### config.mk
export PLATFORM = sky130hd
export DESIGN_NAME = dmem_access_ctrl_flat
export DESIGN_NICKNAME = d
export VERILOG_FILES = /design/src/rtl/dmem_access_ctrl_if.sv /design/src/rtl/dmem_access_ctrl.sv /design/src/flat_wrapper.sv
export SDC_FILE = /design/constraint.sdc
export NUM_CORES = 1
export LEC_CHECK = 0
export CAP_MARGIN = 20
export CORE_UTILIZATION = 35
export CTS_BUF_LIST = sky130_fd_sc_hd__clkbuf_4
export DETAILED_ROUTE_END_ITERATION = 16
export SLEW_MARGIN = 20
export SYNTH_ARGS = -nofsm -noshare
export SYNTH_HDL_FRONTEND = slang
export SYNTH_SLANG_ARGS = --single-unit
### constraint.sdc
create_clock -name clk -period 1.8 [get_ports clk]
set_input_delay 0.54 -clock clk [delete_from_list [all_inputs] [get_ports clk]]
set_output_delay 0.54 -clock clk [all_outputs]
set_load 0.005 [all_outputs]
### src/rtl/dmem_access_ctrl_if.sv
`default_nettype none
// ============================================================================
// Module      : dmem_access_ctrl_if
// Description : Bundle of the pipeline request/response handshake and the
//               block-RAM data-memory port around dmem_access_ctrl.
//
//               master : controller view (drives req_ready, resp_*, stall and
//                        the mem_* strobes, address and write data).
//               slave  : environment view (MEM stage plus data memory; drives
//                        req_* and mem_read_data).
//
//               Request side  : req_valid, req_ready, req_write, req_addr,
//                               req_wdata, req_sign_mask
//               Response side : resp_valid, resp_rdata, resp_err, stall
//               Memory side   : mem_addr, mem_write_data, mem_memwrite,
//                               mem_memread, mem_read_data
// Revision    : 1.0 - initial release
// ============================================================================
interface dmem_access_ctrl_if;

    // Pipeline request
    logic        req_valid;
    logic        req_ready;
    logic        req_write;
    logic [31:0] req_addr;
    logic [31:0] req_wdata;
    logic [3:0]  req_sign_mask;

    // Pipeline response
    logic        resp_valid;
    logic [31:0] resp_rdata;
    logic        resp_err;
    logic        stall;

    // Data-memory port
    logic [31:0] mem_addr;
    logic [31:0] mem_write_data;
    logic        mem_memwrite;
    logic        mem_memread;
    logic [31:0] mem_read_data;

    modport master (
        input  req_valid,
        input  req_write,
        input  req_addr,
        input  req_wdata,
        input  req_sign_mask,
        input  mem_read_data,
        output req_ready,
        output resp_valid,
        output resp_rdata,
        output resp_err,
        output stall,
        output mem_addr,
        output mem_write_data,
        output mem_memwrite,
        output mem_memread
    );

    modport slave (
        output req_valid,
        output req_write,
        output req_addr,
        output req_wdata,
        output req_sign_mask,
        output mem_read_data,
        input  req_ready,
        input  resp_valid,
        input  resp_rdata,
        input  resp_err,
        input  stall,
        input  mem_addr,
        input  mem_write_data,
        input  mem_memwrite,
        input  mem_memread
    );

endinterface
`default_nettype wire

### src/rtl/dmem_access_ctrl.sv
`default_nettype none
// ============================================================================
// Module      : dmem_access_ctrl
// Description : Processor-side initiator for data-memory loads and stores.
//               Takes one request at a time from the MEM stage, issues
//               word-aligned read/write strobes to a block RAM that only
//               writes whole 32-bit words, extracts and extends load data,
//               and performs read-modify-write for byte/halfword stores.
//               The pipeline is stalled until the access completes.
//
// Parameters  : READ_LATENCY - cycles from a mem_memread cycle until
//                              mem_read_data is valid (1..4)
//               MEM_WORDS    - number of 32-bit words in data memory
//               LED_ADDR     - memory-mapped LED word address, always legal
//
// Ports       : clk      - system clock, rising edge
//               reset_n  - synchronous active-low reset
//               bus      - dmem_access_ctrl_if.master (request, response,
//                          stall and data-memory signals)
//
// Revision    : 1.0 - initial release
// ============================================================================
module dmem_access_ctrl #(
    parameter int          READ_LATENCY = 1,
    parameter int          MEM_WORDS    = 1024,
    parameter logic [31:0] LED_ADDR     = 32'h0000_2000
) (
    input  logic                   clk,
    input  logic                   reset_n,
    dmem_access_ctrl_if.master     bus
);

    // ------------------------------------------------------------------------
    // Constants
    // ------------------------------------------------------------------------
    // Wait counter is loaded in READ; WAIT exits once it reaches zero, so the
    // exit cycle lands exactly READ_LATENCY cycles after the read strobe.
    localparam logic [1:0]  c_wait_load = 2'(READ_LATENCY - 1);
    localparam logic [31:0] c_mem_words = 32'(MEM_WORDS);

    // ------------------------------------------------------------------------
    // State machine encoding
    // ------------------------------------------------------------------------
    typedef enum logic [2:0] {
        S_IDLE  = 3'd0,
        S_READ  = 3'd1,
        S_WAIT  = 3'd2,
        S_WRITE = 3'd3,
        S_RESP  = 3'd4
    } state_t;

    state_t      r_state;
    state_t      w_state_next;

    // Latched request
    logic [31:0] r_addr;
    logic [15:0] r_wdata;       // only the sub-word part is needed after accept
    logic [1:0]  r_size;        // sign_mask[2:1]
    logic        r_sext;        // sign_mask[3]
    logic        r_write;
    logic [1:0]  r_cnt;

    logic [31:0] w_addr_next;
    logic [15:0] w_wdata_next;
    logic [1:0]  w_size_next;
    logic        w_sext_next;
    logic        w_write_next;
    logic [1:0]  w_cnt_next;

    // Registered outputs
    logic        r_resp_valid;
    logic [31:0] r_resp_rdata;
    logic        r_resp_err;
    logic        r_mem_memread;
    logic        r_mem_memwrite;
    logic [31:0] r_mem_addr;
    logic [31:0] r_mem_write_data;

    logic        w_resp_valid_next;
    logic [31:0] w_resp_rdata_next;
    logic        w_resp_err_next;
    logic        w_mem_memread_next;
    logic        w_mem_memwrite_next;
    logic [31:0] w_mem_addr_next;
    logic [31:0] w_mem_write_data_next;

    // ------------------------------------------------------------------------
    // Request decode (only meaningful in IDLE, where the request is accepted)
    // ------------------------------------------------------------------------
    logic        w_req_is_word;
    logic        w_req_is_half;
    logic        w_req_misalign;
    logic        w_req_range_err;
    logic        w_req_err;
    logic [31:0] w_req_word_idx;
    logic        w_unused;

    assign w_req_is_word   = bus.req_sign_mask[2];
    assign w_req_is_half   = ~bus.req_sign_mask[2] & bus.req_sign_mask[1];
    assign w_req_word_idx  = {2'b00, bus.req_addr[31:2]};
    assign w_req_misalign  = (w_req_is_half & bus.req_addr[0]) |
                             (w_req_is_word & (bus.req_addr[1:0] != 2'b00));
    // The LED register sits outside the RAM range but must stay reachable.
    assign w_req_range_err = (w_req_word_idx >= c_mem_words) &&
                             (bus.req_addr != LED_ADDR);
    assign w_req_err       = w_req_misalign | w_req_range_err;

    // sign_mask[0] carries no meaning for this controller.
    assign w_unused        = bus.req_sign_mask[0];

    // ------------------------------------------------------------------------
    // Load extraction: pick the lane addressed by the low address bits and
    // sign- or zero-extend it. Word loads pass through untouched.
    // ------------------------------------------------------------------------
    function automatic logic [31:0] extract_load(
        input logic [31:0] word,
        input logic [1:0]  lane,
        input logic [1:0]  size,
        input logic        sext
    );
        logic [15:0] half;
        logic [7:0]  byte_v;
        logic [31:0] result;
        half = lane[1] ? word[31:16] : word[15:0];
        case (lane)
            2'd0:    byte_v = word[7:0];
            2'd1:    byte_v = word[15:8];
            2'd2:    byte_v = word[23:16];
            default: byte_v = word[31:24];
        endcase
        if (size[1]) begin
            result = word;
        end else if (size[0]) begin
            result = {{16{sext & half[15]}}, half};
        end else begin
            result = {{24{sext & byte_v[7]}}, byte_v};
        end
        return result;
    endfunction

    // ------------------------------------------------------------------------
    // Store merge: overwrite only the addressed lane of the word just read,
    // so the full-word write leaves neighbouring bytes intact.
    // ------------------------------------------------------------------------
    function automatic logic [31:0] merge_store(
        input logic [31:0] word,
        input logic [1:0]  lane,
        input logic        is_half,
        input logic [15:0] data
    );
        logic [31:0] result;
        result = word;
        if (is_half) begin
            if (lane[1]) result[31:16] = data;
            else         result[15:0]  = data;
        end else begin
            case (lane)
                2'd0:    result[7:0]   = data[7:0];
                2'd1:    result[15:8]  = data[7:0];
                2'd2:    result[23:16] = data[7:0];
                default: result[31:24] = data[7:0];
            endcase
        end
        return result;
    endfunction

    // ------------------------------------------------------------------------
    // Next-state and next-output logic. Every output register is loaded with
    // the value that belongs to the state being entered, so strobes and
    // resp_valid line up exactly with the state that owns them.
    // ------------------------------------------------------------------------
    always_comb begin
        w_state_next          = r_state;
        w_addr_next           = r_addr;
        w_wdata_next          = r_wdata;
        w_size_next           = r_size;
        w_sext_next           = r_sext;
        w_write_next          = r_write;
        w_cnt_next            = r_cnt;
        w_resp_valid_next     = 1'b0;
        w_resp_rdata_next     = 32'h0;
        w_resp_err_next       = 1'b0;
        w_mem_memread_next    = 1'b0;
        w_mem_memwrite_next   = 1'b0;
        w_mem_addr_next       = 32'h0;
        w_mem_write_data_next = r_mem_write_data;

        case (r_state)
            S_IDLE: begin
                if (bus.req_valid) begin
                    w_addr_next  = bus.req_addr;
                    w_wdata_next = bus.req_wdata[15:0];
                    w_size_next  = bus.req_sign_mask[2:1];
                    w_sext_next  = bus.req_sign_mask[3];
                    w_write_next = bus.req_write;
                    if (w_req_err) begin
                        w_state_next      = S_RESP;
                        w_resp_valid_next = 1'b1;
                        w_resp_err_next   = 1'b1;
                    end else if (bus.req_write && w_req_is_word) begin
                        // Full-word store needs no read: write straight away.
                        w_state_next          = S_WRITE;
                        w_mem_memwrite_next   = 1'b1;
                        w_mem_addr_next       = {bus.req_addr[31:2], 2'b00};
                        w_mem_write_data_next = bus.req_wdata;
                    end else begin
                        w_state_next       = S_READ;
                        w_mem_memread_next = 1'b1;
                        w_mem_addr_next    = {bus.req_addr[31:2], 2'b00};
                    end
                end
            end

            S_READ: begin
                w_state_next    = S_WAIT;
                w_cnt_next      = c_wait_load;
                w_mem_addr_next = {r_addr[31:2], 2'b00};
            end

            S_WAIT: begin
                if (r_cnt == 2'd0) begin
                    if (r_write) begin
                        w_state_next          = S_WRITE;
                        w_mem_memwrite_next   = 1'b1;
                        w_mem_addr_next       = {r_addr[31:2], 2'b00};
                        w_mem_write_data_next = merge_store(bus.mem_read_data,
                                                            r_addr[1:0],
                                                            r_size[0],
                                                            r_wdata);
                    end else begin
                        w_state_next      = S_RESP;
                        w_resp_valid_next = 1'b1;
                        w_resp_rdata_next = extract_load(bus.mem_read_data,
                                                         r_addr[1:0],
                                                         r_size,
                                                         r_sext);
                    end
                end else begin
                    w_cnt_next      = r_cnt - 2'd1;
                    w_mem_addr_next = {r_addr[31:2], 2'b00};
                end
            end

            S_WRITE: begin
                w_state_next      = S_RESP;
                w_resp_valid_next = 1'b1;
            end

            S_RESP: begin
                w_state_next = S_IDLE;
            end

            default: begin
                w_state_next = S_IDLE;
            end
        endcase
    end

    // ------------------------------------------------------------------------
    // State and output registers. Reset aborts any access in flight: with all
    // strobes and resp_valid cleared, nothing further reaches memory or the
    // pipeline.
    // ------------------------------------------------------------------------
    always_ff @(posedge clk) begin
        if (!reset_n) begin
            r_state          <= S_IDLE;
            r_addr           <= 32'h0;
            r_wdata          <= 16'h0;
            r_size           <= 2'b00;
            r_sext           <= 1'b0;
            r_write          <= 1'b0;
            r_cnt            <= 2'd0;
            r_resp_valid     <= 1'b0;
            r_resp_rdata     <= 32'h0;
            r_resp_err       <= 1'b0;
            r_mem_memread    <= 1'b0;
            r_mem_memwrite   <= 1'b0;
            r_mem_addr       <= 32'h0;
            r_mem_write_data <= 32'h0;
        end else begin
            r_state          <= w_state_next;
            r_addr           <= w_addr_next;
            r_wdata          <= w_wdata_next;
            r_size           <= w_size_next;
            r_sext           <= w_sext_next;
            r_write          <= w_write_next;
            r_cnt            <= w_cnt_next;
            r_resp_valid     <= w_resp_valid_next;
            r_resp_rdata     <= w_resp_rdata_next;
            r_resp_err       <= w_resp_err_next;
            r_mem_memread    <= w_mem_memread_next;
            r_mem_memwrite   <= w_mem_memwrite_next;
            r_mem_addr       <= w_mem_addr_next;
            r_mem_write_data <= w_mem_write_data_next;
        end
    end

    // ------------------------------------------------------------------------
    // Outputs
    // ------------------------------------------------------------------------
    // stall is combinational so the request cycle itself is frozen; RESP
    // releases the pipeline one cycle before the controller is ready again.
    assign bus.req_ready      = (r_state == S_IDLE);
    assign bus.stall          = ((r_state == S_IDLE) && bus.req_valid) ||
                                ((r_state != S_IDLE) && (r_state != S_RESP));
    assign bus.resp_valid     = r_resp_valid;
    assign bus.resp_rdata     = r_resp_rdata;
    assign bus.resp_err       = r_resp_err;
    assign bus.mem_memread    = r_mem_memread;
    assign bus.mem_memwrite   = r_mem_memwrite;
    assign bus.mem_addr       = r_mem_addr;
    assign bus.mem_write_data = r_mem_write_data;

endmodule
`default_nettype wire
### src/flat_wrapper.sv
// flat-port wrapper written by rule: the top's interface ports become plain ports
module dmem_access_ctrl_flat 
#(
    parameter int          READ_LATENCY = 1,
    parameter int          MEM_WORDS    = 1024,
    parameter logic [31:0] LED_ADDR     = 32'h0000_2000
)
  (clk, reset_n, bus_req_valid, bus_req_write, bus_req_addr, bus_req_wdata, bus_req_sign_mask, bus_mem_read_data, bus_req_ready, bus_resp_valid, bus_resp_rdata, bus_resp_err, bus_stall, bus_mem_addr, bus_mem_write_data, bus_mem_memwrite, bus_mem_memread);
  dmem_access_ctrl_if bus_i ();
  input  logic clk;
  input  logic reset_n;
  input wire logic [$bits(bus_i.req_valid)-1:0] bus_req_valid;
  input wire logic [$bits(bus_i.req_write)-1:0] bus_req_write;
  input wire logic [$bits(bus_i.req_addr)-1:0] bus_req_addr;
  input wire logic [$bits(bus_i.req_wdata)-1:0] bus_req_wdata;
  input wire logic [$bits(bus_i.req_sign_mask)-1:0] bus_req_sign_mask;
  input wire logic [$bits(bus_i.mem_read_data)-1:0] bus_mem_read_data;
  output wire logic [$bits(bus_i.req_ready)-1:0] bus_req_ready;
  output wire logic [$bits(bus_i.resp_valid)-1:0] bus_resp_valid;
  output wire logic [$bits(bus_i.resp_rdata)-1:0] bus_resp_rdata;
  output wire logic [$bits(bus_i.resp_err)-1:0] bus_resp_err;
  output wire logic [$bits(bus_i.stall)-1:0] bus_stall;
  output wire logic [$bits(bus_i.mem_addr)-1:0] bus_mem_addr;
  output wire logic [$bits(bus_i.mem_write_data)-1:0] bus_mem_write_data;
  output wire logic [$bits(bus_i.mem_memwrite)-1:0] bus_mem_memwrite;
  output wire logic [$bits(bus_i.mem_memread)-1:0] bus_mem_memread;
  assign bus_i.req_valid = bus_req_valid;
  assign bus_i.req_write = bus_req_write;
  assign bus_i.req_addr = bus_req_addr;
  assign bus_i.req_wdata = bus_req_wdata;
  assign bus_i.req_sign_mask = bus_req_sign_mask;
  assign bus_i.mem_read_data = bus_mem_read_data;
  assign bus_req_ready = bus_i.req_ready;
  assign bus_resp_valid = bus_i.resp_valid;
  assign bus_resp_rdata = bus_i.resp_rdata;
  assign bus_resp_err = bus_i.resp_err;
  assign bus_stall = bus_i.stall;
  assign bus_mem_addr = bus_i.mem_addr;
  assign bus_mem_write_data = bus_i.mem_write_data;
  assign bus_mem_memwrite = bus_i.mem_memwrite;
  assign bus_mem_memread = bus_i.mem_memread;
  dmem_access_ctrl #(.READ_LATENCY(READ_LATENCY), .MEM_WORDS(MEM_WORDS), .LED_ADDR(LED_ADDR)) u_core (.clk(clk), .reset_n(reset_n), .bus(bus_i));
endmodule
==> qor.csv, run 1 <==
metric;value;unit
status;complete, but fails checks;
violations;setup timing;
cp_slowest_cell;dfxtp_2;
hold_violations;0;
area_growth;53.1;%
cp.arrival;1.47;ns
dieHeight;141;µm
synth_compound_area_share;21.9;%
dr.pass1.iters;6;
synthCells;779;
finalMaxSlewViolations;0;
relSlewSlack;59.1;%
gp_congestion;0.868;
dieArea;20000;µm²
hold_depth;3;
synth_edf_count;0;
grt_pass1_wl;33.3;mm
nNetsFinal;1159;
cts_tree;built;
die_w;141;µm
path_buf_inv;2;
dp_hpwl;15.4;mm
ys_seq_area_share;45.7;%
holdWs;0.308;ns
drive_above_1_share;25.1;%
ioPinCount;206;
ir_worst_vdd;0.000321;V
start_kind;flip-flop;
wl;22.4;mm
design.core.area;18900;µm²
clock_path_buffers;2;
clock_skew;0.0200;ns
clk_pin_slew;0.15;ns
start_util;35.9;%
r2r_cells;8;
avgSynthCellArea;8.72;µm²
ys_seq_elements;155;
vias_per_cell;4.91;
grt_pass1_vias;6032;
power.density;667;nW/µm²
path_cells;nor3_4, buf_6, nand2_4, nand2_2, buf_6;
timing.fmax;498;MHz
holdBufCountCts;0;
cp_slowest_stage_delay;0.36;ns
synthMuxAreaShare;7.68;%
synth_top_flop_cell;dfxtp_1;
drt_iter0_drc;466;
hold_path_class;in -> reg;
crit_fanout;2;
async_reset_ff_share;0;%
clock_latency;0.57;ns
cp.depth;5;
grt_usage;21.9;%
vias;6517;
row_count;50;
synth_warnings;0;
multi_input_area;3570;µm²
finalNonFillerCells;1328;
placed_area;9760;µm²
setup_ws;-0.207;ns
cts_sinks;155;
setup_viol;9;
crit_family;flip-flops;
p_leak;4.72;nW
rsz0062_at_grt;true;
port_buffers;202;
fin_area;10400;µm²
path_class;reg -> out;
cts-buffers-inserted;17;
cts-root-buf;clkbuf_4;
pre_cts_ws;-0.796;ns
h-tree-depth;4;
period_needed;2.01;ns
critPathMostFrequentCell;buf_6;
tns;-0.560;ns
final.fill_count;1833;
dpl.cell_count;1275;
tightest_slew;0.614;ns
area.sequential;3160;µm²
grt_overflow;0;
synth_xor_area_share;0;%
cp.required;1.26;ns
maxCapViolations;0;
wire_per_inst;16.9;µm
remaining_drc_errors;0;
synth_top_family_by_area;compound AO/OA/AOI/OAI gates;
timing.final.crit_share;112;%
cp-end-kind;primary output;
postRouteAntennaNets;0;
antenna_found_initial;1;
synth_area;6790;µm²
synth_cell_type_count;48;
grt_max_degree;87;
yosys.area_share.simple;19.7;%
synth_fa_ha_area_share;0.184;%
[final timing paths]
kind / from / end / slack [ns]
max reg2reg: u_core.r_cnt[1]$_SDFFE_PN0P_ / u_core.bus.mem_addr[10]$_SDFF_PN0_ / 0.04
min: bus_req_addr[27] / u_core.r_addr[27]$_SDFFE_PN0P_ / 0.31
min reg2reg: u_core.r_addr[29]$_SDFFE_PN0P_ / u_core.r_addr[29]$_SDFFE_PN0P_ / 0.46
max: u_core.r_state[0]$_SDFFE_PN0P_ / bus_stall / -0.21
[layout by cell type (no fill, tap or decap), types with 3 or more instances in the layout]
cell type        instances
a211oi_1                 5
a21bo_2                  8
a21boi_1                52
a21oi_1                 26
a221oi_1                 4
a221oi_2                 4
a22o_1                  13
a2bb2oi_1                3
a31oi_1                  5
and2_1                  22
and3_1                   3
buf_12                   8
buf_4                   91
buf_6                   11
clkbuf_16                5
clkbuf_4                17
clkdlybuf4s15_1          8
clkdlybuf4s50_1         72
dfxtp_1                111
dfxtp_2                 43
dlygate4sd2_1          118
inv_1                   11
inv_6                    7
inv_8                    3
mux2_2                  17
mux2i_1                 33
nand2_1                183
nand2b_1                 9
nand3b_1                 4
nor2_1                  18
nor2b_1                 14
nor4_4                   4
o211ai_1                16
o21a_1                   9
o21ai_0                 33
o21ai_1                  6
o221ai_1                 7
or2_2                   16
[cells in the mapped netlist, types with 2 or more instances]
master,count,share of area (%)
inv_1,11,0.61
and3_1,3,0.28
nor3b_1,2,0.22
o21a_1,10,1.1
o21ai_1,2,0.15
a211oi_1,5,0.55
clkbuf_1,40,2.2
a22oi_1,2,0.22
nand2_1,186,10
o21bai_1,2,0.22
mux2_2,17,2.8
a2bb2oi_1,3,0.39
buf_6,3,0.50
and2_1,23,2.1
nor4_1,6,0.55
dfxtp_1,155,46
mux2i_1,33,4.9
nor2b_1,16,1.5
buf_4,2,0.22
nor2_1,18,0.99
o21ai_0,38,2.8
buf_2,16,1.2
a21bo_2,8,1.2
nand4_1,2,0.18
o221ai_1,8,1.0
or2_2,17,1.6
nand3b_1,4,0.44
a21oi_1,27,2.0
nand2b_1,9,0.83
a21boi_1,52,5.7
nand3_1,4,0.29
a22o_1,13,1.7
a31oi_1,5,0.46
a221oi_1,8,1.0
o211ai_1,16,1.8
[tightest hold or removal path: cells and delay by family]
family | cells | cell delay, ns
compound gates | 1 | 0.05
buf+inv | 1 | 0.19
simple gates | 1 | 0.06
[registers in the layout (all words and copies together), names as in the netlist, 2 cells and up]
name	count
u_core.r_wdata	16
u_core.bus.mem_addr	30
u_core.r_cnt	2
u_core.bus.resp_rdata	32
u_core.r_size	2
u_core.bus.mem_write_data	32
u_core.r_state	3
u_core.r_addr	32
[cells by family (layout without fill, tap and decap cells)]
group,count (synthesis),in the layout
adders and majority gates,1,1
buffers and inverters,73,360
other,1,3
AOI/OAI and AO/OA,205,205
and+or+nand+nor,294,294
DFF,155,155
muxes,50,50
[through the flow]
step,total power [mW],utilization (%)
after floorplan,4.09,-
after global placement,4.67,51.6
after detailed placement,4.68,51.6
after CTS,6.96,53.6
after global routing,7.24,55.0
final,6.93,55.0
[final cells by class]
cell class                 count  share of cell area [%]
timing repair buffer         316                    28.8
clock inverter                15                    1.68
antenna                        1                  0.0241
tap                          260                    3.13
sequential                   155                    30.4
multi-input combinational    552                    34.3
clock buffer                  17                    1.23
inverter                      12                   0.433
[routing by layer]
layer  routed length (µm)  part of all wire (%)  vias up  GRT usage (%)
met5                    0                     0        -              0
li1                     -                     -     3243              -
met4                  261                   1.2        0           6.35
met1                10800                    48     3056           31.0
met3                 1080                   4.8       18           3.34
met2                10300                    46      200           34.5
[report_power, final]
group          total, mW  internal, mW  switching (mW)  leakage [nW]
combinational       1.05         0.543           0.511          3.28
sequential          3.57          3.52          0.0579          1.28
clock               2.30         0.880            1.42         0.161
[repair_timing]
| item | in CTS | in global routing |
|---|---|---|
| pin swaps | 13 | 15 |
| cloned | 2 | 5 |
| endpoints found under the setup margin | 148 | 57 |
| resized for setup | 191 | 42 |
| buffers inserted | 7 | 9 |
Power figures use the tool's default switching activity.
==> run 2, diff against run 1 <==
--- a/config.mk
+++ b/config.mk
@@ -6,10 +6,11 @@
 export NUM_CORES = 1
 export LEC_CHECK = 0
 export CAP_MARGIN = 20
+export CORE_MARGIN = 1.5
 export CORE_UTILIZATION = 35
 export CTS_BUF_LIST = sky130_fd_sc_hd__clkbuf_4
 export DETAILED_ROUTE_END_ITERATION = 16
-export SLEW_MARGIN = 20
+export SLEW_MARGIN = 5
 export SYNTH_ARGS = -nofsm -noshare
 export SYNTH_HDL_FRONTEND = slang
 export SYNTH_SLANG_ARGS = --single-unit
==> constraint.sdc (replaced) <==
create_clock -name clk -period 2.35 [get_ports clk]
set_input_delay 0.705 -clock clk [delete_from_list [all_inputs] [get_ports clk]]
set_output_delay 0.705 -clock clk [all_outputs]
set_load 0.005 [all_outputs]
==> run 2 against run 1 <==
Net effect: the run now ends clean; design area decreased by 6.7%; clock power down 31%; combinational power decreased by 29%; final cell count down 3.7%; largest power group unchanged; critical path type unchanged; wire length is 4.9% lower; sequential share of layout area up 1.6 points; register-to-register slack better by 0.34 ns; via count fell by 3.6%; sequential power decreased by 23%; hold slack better by 0.15 ns; critical endpoint is now bus_req_ready; flip-flop and latch count unchanged.
==> qor.csv, run 2 (same netlist as run 1, synthesis figures left out) <==
metric;value;unit;change
rsz0062_at_grt;false;;was true
r2r_setup_slack;0.38;ns;was 0.04 ns
start_kind;flip-flop;;unchanged
row_count;50;;unchanged
area_growth;42.9;%;was 53.1%
dieHeight;142;µm;was 141 µm
dr.pass1.iters;5;;was 6
relSlewSlack;55.7;%;was 59.1%
reg2reg_from;u_core.r_size[0]$_SDFFE_PN0P_;;was u_core.r_cnt[1]$_SDFFE_PN0P_
gp_congestion;0.868;;about the same
grt_pass1_vias;5795;;was 6,032
tns;0;ns;was -0.560 ns
antenna_found_initial;2;;was 1
grt_usage;21.3;%;was 21.9%
path_class;reg -> out;;unchanged
mostFrequentLayoutCell;clkdlybuf4s50_1;;was nand2_1
grt_max_degree;123;;was 87
cts-root-buf;clkbuf_4;;unchanged
cp.required;1.64;ns;was 1.26 ns
drive_above_1_share;14.8;%;was 25.1%
vias;6284;;was 6,517
area.sequential;3110;µm²;was 3160 µm²
p_leak;3.84;nW;was 4.72 nW
finalMaxSlewViolations;0;;unchanged
setup_viol;0;;was 9
grt_overflow;0;;unchanged
maxCapViolations;0;;unchanged
multi_input_area;3390;µm²;was 3570 µm²
dp_hpwl;15.4;mm;about the same
clock_skew;0.0191;ns;was 0.0200 ns
wl;21.4;mm;was 22.4 mm
placed_area;9410;µm²;was 9760 µm²
postRouteAntennaNets;0;;unchanged
clock_path_buffers;2;;unchanged
clk_pin_slew;0.13;ns;was 0.15 ns
vias_per_cell;4.91;;about the same
holdBufCountCts;0;;unchanged
hold_path_class;reg -> reg;;was in -> reg
period_needed;2.26;ns;
remaining_drc_errors;0;;unchanged
cts-buffers-inserted;17;;unchanged
timing.final.crit_share;96.4;%;
status;finished, final reports clean;;was complete, but fails checks
fin_area;9700;µm²;was 10,400 µm²
r2r_cells;5;;was 8
start_util;35.9;%;unchanged
crit_start;u_core.r_state[1]$_SDFFE_PN0P_;;was u_core.r_state[0]$_SDFFE_PN0P_
timing.fmax;442;MHz;
timing.rr.end;u_core.bus.mem_write_data[13]$_SDFFE_PN0P_;;was u_core.bus.mem_addr[10]$_SDFF_PN0_
cp.arrival;1.56;ns;was 1.47 ns
cts_tree;built;;unchanged
final_cell_mix;clkdlybuf4s50_1, nand2_1, dfxtp_1, buf_4, a21boi_1;;was nand2_1, dlygate4sd2_1, dfxtp_1, buf_4, clkdlybuf4s50_1
cp-end-kind;primary output;;unchanged
design.core.area;18900;µm²;unchanged
tightest_slew;0.662;ns;was 0.614 ns
dieArea;20200;µm²;was 20,000 µm²
nNetsFinal;1109;;was 1,159
ioPinCount;206;;unchanged
ir_worst_vdd;0.000275;V;was 0.000321 V
wire_per_inst;16.7;µm;was 16.9 µm
clock_latency;0.58;ns;was 0.57 ns
grt_pass1_wl;32.8;mm;was 33.3 mm
cts_sinks;155;;unchanged
crit_fanout;6;;was 2
h-tree-depth;4;;unchanged
power.density;524;nW/µm²;was 667 nW/µm²
drt_iter0_drc;486;;was 466
final.fill_count;1850;;was 1,833
endpoint;bus_req_ready;;was bus_stall
hold_violations;0;;unchanged
port_buffers;202;;unchanged
die_w;142;µm;was 141 µm
run 2: cell types whose count changed in the layout (fill, tap and decap cells not counted), moves of 7 or more:
cell             delta
clkdlybuf4s50_1   +126
dlygate4sd2_1     -117
dfxtp_1            +42
dfxtp_2            -42
buf_4              -32
buf_6              -10
clkdlybuf4s15_1     -7
clkinv_4            +7
run 2: area by class of cell:
class	instances	area share, %
Antenna cell	2	0.0516
Clock buffer	17	1.32
Clock inverter	15	1.46
Inverter	12	0.464
Multi-Input combinational cell	552	34.9
Sequential cell	155	32.0
Tap cell	260	3.35
Timing Repair Buffer	266	26.4
run 2: how the worst min path moves through the flow:
stage	from	end	depth (start not counted)	slack (ns)
final	u_core.r_addr[28]$_SDFFE_PN0P_	u_core.r_addr[28]$_SDFFE_PN0P_	2	0.46
after detailed placement	u_core.r_addr[22]$_SDFFE_PN0P_	u_core.bus.mem_addr[22]$_SDFF_PN0_	1	0.44
after CTS	u_core.r_addr[27]$_SDFFE_PN0P_	u_core.r_addr[27]$_SDFFE_PN0P_	2	0.46
after global routing	u_core.r_wdata[8]$_SDFFE_PN0P_	u_core.r_wdata[8]$_SDFFE_PN0P_	2	0.47
after floorplan	u_core.r_addr[12]$_SDFFE_PN0P_	u_core.bus.mem_addr[12]$_SDFF_PN0_	1	0.43
after global placement	u_core.r_addr[17]$_SDFFE_PN0P_	u_core.bus.mem_addr[17]$_SDFF_PN0_	1	0.43
run 2: report_power, final:
group / switching (mW) / internal, mW / leakage [nW] / total [mW]
clock: 1.05 / 0.543 / 0.148 / 1.59
combinational: 0.351 / 0.395 / 2.43 / 0.746
sequential: 0.0512 / 2.69 / 1.26 / 2.74
run 2: layer usage:
metal	GRT usage (%)	routed length, µm	vias up
met5	0	0	-
met2	32.3	9400	192
met3	5.28	1290	22
met4	5.64	322	0
li1	-	-	3121
met1	30.3	10300	2949
run 2: what timing repair did:
action | in CTS | in global routing
setup buffers | 1 | 0
cloned | 0 | 0
setup endpoints to repair | 2 | 1
pin swaps | 1 | 1
gates resized for setup | 11 | 1
run 2: per-stage QoR:
step | hold slack (ns) | power [mW] | instances | worst slack [ns] | util, %
final | 0.456 | 5.08 | 1279 | 0.0856 | 51.4
after global routing | 0.473 | 5.32 | 1279 | 0.0194 | 51.4
after CTS | 0.459 | 5.14 | 1277 | 0.0184 | 51.3
after detailed placement | 0.436 | 3.54 | 1245 | -0.471 | 49.8
after global placement | 0.433 | 3.54 | 1245 | -0.483 | 49.8
after floorplan | 0.430 | 3.13 | 780 | 0.293 | -
run 2: critical path, cell delays in order (launching register included):
cell,delay (ns)
dfxtp_4,0.39
nor3_4,0.21
buf_4,0.17
clkdlybuf4s15_2,0.22
